**config.mk**
```make
export PLATFORM = sky130hd
export DESIGN_NAME = program_mem_controller
export DESIGN_NICKNAME = d
export VERILOG_FILES = /design/src/rtl/program_mem_pkg.sv /design/src/rtl/mem_req_picker.sv /design/src/rtl/program_mem_controller.sv
export SDC_FILE = /design/constraint.sdc
export NUM_CORES = 1
export LEC_CHECK = 0
export CORE_MARGIN = 8
export CORE_UTILIZATION = 28
export CTS_CLUSTER_DIAMETER = 120
export DETAILED_ROUTE_END_ITERATION = 12
export GPL_TIMING_DRIVEN = 0
export PLACE_DENSITY = 0.56
export SETUP_SLACK_MARGIN = 0.2
export SLEW_MARGIN = 5
export SYNTH_ARGS = -nofsm -noshare
export SYNTH_HDL_FRONTEND = slang
export SYNTH_SLANG_ARGS = --single-unit
```
**constraint.sdc**
```tcl
create_clock -name clk -period 2 [get_ports clk]
set_input_delay 0.6 -clock clk [delete_from_list [all_inputs] [get_ports clk]]
set_output_delay 0.6 -clock clk [all_outputs]
set_load 0.1 [all_outputs]
```
**src/rtl/program_mem_pkg.sv**
```systemverilog
// Shared types for the program-memory read controller: per-channel state
// encoding and the owner-index width helper.
package program_mem_pkg;

  typedef enum logic [1:0] {
    IDLE     = 2'b00,
    WAITING  = 2'b01,
    RELAYING = 2'b10
  } channel_state_e;

  // Width of a consumer index; a single consumer still needs one bit.
  function automatic int owner_width(input int num_consumers);
    return (num_consumers > 1) ? $clog2(num_consumers) : 1;
  endfunction

endpackage

```
**src/rtl/mem_req_picker.sv**
```systemverilog
// Lowest-index set-bit finder used by each channel to pick the next
// fetcher to serve from its masked candidate vector.
module mem_req_picker #(
  parameter int NUM_BITS   = 4,
  parameter int INDEX_BITS = 2
) (
  input  logic [NUM_BITS-1:0]   candidates,
  output logic                  found,
  output logic [INDEX_BITS-1:0] index
);

  // NOTE: combinational logic uses blocking assignments with a default first,
  // so every path assigns every output and no latch is inferred.
  always_comb begin
    found = 1'b0;
    index = '0;
    for (int i = NUM_BITS - 1; i >= 0; i--) begin
      if (candidates[i]) begin
        found = 1'b1;
        index = INDEX_BITS'(i);
      end
    end
  end

endmodule

```
**src/rtl/program_mem_controller.sv**
```systemverilog
// Multiplexes fetcher read requests onto the external program-memory read
// channels and relays each instruction word back to its requester.
module program_mem_controller
  import program_mem_pkg::*;
#(
  parameter int ADDR_BITS     = 8,
  parameter int DATA_BITS     = 16,
  parameter int NUM_CONSUMERS = 4,
  parameter int NUM_CHANNELS  = 1
) (
  input  logic                                      clk,
  input  logic                                      reset,
  input  logic [NUM_CONSUMERS-1:0]                  consumer_read_valid,
  input  logic [NUM_CONSUMERS-1:0][ADDR_BITS-1:0]   consumer_read_address,
  output logic [NUM_CONSUMERS-1:0]                  consumer_read_ready,
  output logic [NUM_CONSUMERS-1:0][DATA_BITS-1:0]   consumer_read_data,
  output logic [NUM_CHANNELS-1:0]                   mem_read_valid,
  output logic [NUM_CHANNELS-1:0][ADDR_BITS-1:0]    mem_read_address,
  input  logic [NUM_CHANNELS-1:0]                   mem_read_ready,
  input  logic [NUM_CHANNELS-1:0][DATA_BITS-1:0]    mem_read_data
);

  localparam int OW = owner_width(NUM_CONSUMERS);

  channel_state_e             chan_state [NUM_CHANNELS];
  logic [OW-1:0]              owner      [NUM_CHANNELS];
  logic [NUM_CONSUMERS-1:0]   claim;

  logic [NUM_CONSUMERS-1:0]   avail       [NUM_CHANNELS];
  logic [NUM_CONSUMERS-1:0]   pick_onehot [NUM_CHANNELS];
  logic [OW-1:0]              pick_index  [NUM_CHANNELS];
  logic [NUM_CHANNELS-1:0]    pick_found;
  logic [NUM_CHANNELS-1:0]    release_ch;
  logic [NUM_CONSUMERS-1:0]   grant_mask;
  logic [NUM_CONSUMERS-1:0]   release_mask;

  // Lower channels pick first; each pick is removed before the next channel looks.
  assign avail[0] = consumer_read_valid & ~claim;

  for (genvar ch = 0; ch < NUM_CHANNELS; ch++) begin : g_chan
    logic [NUM_CONSUMERS-1:0] candidates;

    assign candidates = (chan_state[ch] == IDLE) ? avail[ch] : '0;

    mem_req_picker #(
      .NUM_BITS   (NUM_CONSUMERS),
      .INDEX_BITS (OW)
    ) u_picker (
      .candidates (candidates),
      .found      (pick_found[ch]),
      .index      (pick_index[ch])
    );

    assign pick_onehot[ch] = pick_found[ch] ? (NUM_CONSUMERS'(1) << pick_index[ch]) : '0;
    assign release_ch[ch]  = (chan_state[ch] == RELAYING) && !consumer_read_valid[owner[ch]];

    if (ch + 1 < NUM_CHANNELS) begin : g_next
      assign avail[ch+1] = avail[ch] & ~pick_onehot[ch];
    end
  end

  always_comb begin
    grant_mask   = '0;
    release_mask = '0;
    for (int ch = 0; ch < NUM_CHANNELS; ch++) begin
      grant_mask = grant_mask | pick_onehot[ch];
      if (release_ch[ch]) release_mask[owner[ch]] = 1'b1;
    end
  end

  // NOTE: sequential state uses non-blocking assignments only, so every
  // register samples the pre-edge values regardless of statement order.
  always_ff @(posedge clk) begin
    if (reset) begin
      for (int ch = 0; ch < NUM_CHANNELS; ch++) begin
        chan_state[ch] <= IDLE;
        owner[ch]      <= '0;
      end
      claim               <= '0;
      mem_read_valid      <= '0;
      mem_read_address    <= '0;
      consumer_read_ready <= '0;
      consumer_read_data  <= '0;
    end else begin
      // A releasing consumer is still claimed this cycle, so it cannot be re-granted yet.
      claim <= (claim & ~release_mask) | grant_mask;
      for (int ch = 0; ch < NUM_CHANNELS; ch++) begin
        case (chan_state[ch])
          IDLE: begin
            if (pick_found[ch]) begin
              owner[ch]            <= pick_index[ch];
              mem_read_valid[ch]   <= 1'b1;
              mem_read_address[ch] <= consumer_read_address[pick_index[ch]];
              chan_state[ch]       <= WAITING;
            end
          end
          WAITING: begin
            if (mem_read_ready[ch]) begin
              consumer_read_data[owner[ch]]  <= mem_read_data[ch];
              consumer_read_ready[owner[ch]] <= 1'b1;
              mem_read_valid[ch]             <= 1'b0;
              chan_state[ch]                 <= RELAYING;
            end
          end
          RELAYING: begin
            if (release_ch[ch]) begin
              consumer_read_ready[owner[ch]] <= 1'b0;
              chan_state[ch]                 <= IDLE;
            end
          end
          default: chan_state[ch] <= IDLE;
        endcase
      end
    end
  end

endmodule

```
==> metrics.txt <==
Req. time, crit path 2270 ps; Fin Clk Skew 6.45 ps; max cap viols 0; Pwr Total 5.98 mW; peak supply drop 0.000574 V; most common cell in the netlist dfxtp_1; post-route minimum period 1810 ps; CTS Buf Count 9; CTS tree done; worst hold path class reg2reg; Synth Warn # 0; core area 11500 um2; # port buffers 130; Die Span X 125 um; Startpoint Class flop; root buffer cell clkbuf_16; GPL Wtd Cong 0.768; Final Hold Viols 0; Ports 132; vias per inst 4.69; share of cells above drive strength 1 25.9%; Critical Path AT 2070 ps; clk slew on worst S/H paths 60 ps; worst-path fanout max 8; # clock sinks 85; dpl ws -617 ps; Post-DP HPWL 8370 um; asr flop ratio synth 0%; Skew-Pair Late Insertion Delay 340 ps; Yosys reg bits 85; fmax 553 MHz; Synth area leader dfxtp_1; total number of H-tree levels 3; Final Hold Slack 448 ps; Synth Cell Area 3300 um2; first-pass GRT wire length 17700 um; number of synthesized flops with an enable pin 4; Initial DRC Count 156; fin nets 571; Routed Antenna Nets 0; fin. max-slew vios 0; Slew HR 59.5%; Cell variety after synth 35; via count 3114; initial antenna violation count 0; DRC violations left 0; dpl cell area 4780 um2; Tcrit/Tclk final 90.4%; Rows 39; RSZ-0062 raised after global routing yes; DIE AREA 15500 um2; chip height 125 um; post-route setup slack 191 ps; grt ovf 0; Mapped Nets 416; Mapped Cells 361; mean post-synth cell area 9.15 um2; Clock Tree Buf Depth 2; vias in the first global route 3164; Final Setup Violations 0; drt first pass iters 4; Worst Setup End Kind flop; post-route cell area 4880 um2; pin count of the biggest net entering global routing 14; Fillers 1176; Layout area overhead 47.9%; status finished, final reports clean; Multi-input gate area 1450 um2; Synth area leaders dfxtp_1, mux2i_1, nand2_1, a21oi_1, nor2_1; Initial Utilization 28.8%; share of the synthesized area in the top cell type 49.1%; Post-Route WL 11200 um; final setup TNS 0 ps; Leak Pwr 2.00 nW; Worst Setup Path Type reg2reg; main flop type after synthesis dfxtp_1; Post-synth top cells dfxtp_1, nand2_1, nor2_1; FF+latch area 1740 um2; Worst-Margin Slew 608 ps; number of diodes 0; register area share after synthesis 52.7%; GRT Total Usage 14.4%; WL/cell 16.9 um; P per Cell Area 1220 nW/um2
-- layout make-up --
class / count / area share, %
multi-input combinational: 242 / 29.6
sequential: 85 / 35.7
clock buffer: 10 / 4.69
timing repair buffer: 144 / 21.3
inverter: 10 / 0.768
tap: 143 / 3.66
clock inverter: 6 / 0.615
buffer: 24 / 3.71
-- cells by family after synthesis --
| logic type | synth area share [%] |
|---|---|
| and+or+nand+nor | 20.5 |
| AOI/OAI and AO/OA | 11.8 |
| DFF | 52.7 |
| buffers and inverters | 4.55 |
| muxes | 10.4 |
-- through the flow --
step                      std cells  util (%)
after CTS                       663      42.2
after global routing            664      42.6
after floorplan                 361         -
final                           664      42.6
after global placement          634      41.7
after detailed placement        634      41.7
-- worst max-delay path: stages, from the launching register on --
cell,delay (ps)
edfxtp_1,470
or4b_4,580
nor4_4,270
buf_6,170
a222oi_1,80
o221ai_1,170
-- sequential cells by signal (all words and copies together), names as in the netlist, named ones only --
register,count
consumer_read_data,64
mem_read_address,8
claim,4
chan_state,2
owner,2
mem_read_valid,1
-- final timing paths --
path / start / endpoint / slack (ps) / cells past startpoint
max: chan_state[0][0] / mem_read_address[2] / 190 / 5
min: consumer_read_data[3] / consumer_read_data[3] / 450 / 2
max reg2reg: chan_state[0][0] / mem_read_address[2] / 190 / 5
min reg2reg: consumer_read_data[3] / consumer_read_data[3] / 450 / 2
-- metal layers --
metal	global-route usage [%]	up-vias	wire, um
met5	0	-	0
met4	5.10	0	154
met3	5.32	11	801
met2	23.7	89	5520
met1	16.9	1461	4750
li1	-	1553	-
-- timing repair --
item	4_1_cts	5_1_grt
gates cloned	0	0
resized for setup	416	15
setup buffers	13	1
pin swaps	7	5
hold buffers	0	0
endpoints found under the setup margin	164	68
-- report_power, final --
group	internal [mW]	switching (mW)	total, mW
registers	1.93	0.114	2.04
clock network	0.828	0.665	1.49
logic	0.639	1.81	2.44
-- cell usage in the layout, fill, tap and decap left out, types with 3 or more instances in the layout --
cell type        count
clkinv_2             6
buf_6                7
a21oi_1             41
o221ai_1             7
nor2b_1              3
clkbuf_1             8
buf_4               13
inv_1               10
dlygate4sd2_1        4
clkbuf_4             4
clkbuf_16            9
clkdlybuf4s50_1     48
nand3b_1             3
edfxtp_1             4
nor2_1              42
buf_2               78
a222oi_1             8
mux2i_1             32
nand2b_1             3
nand2_1             74
dfxtp_1             81
or4_1                3
Power figures use the tool's default switching activity.
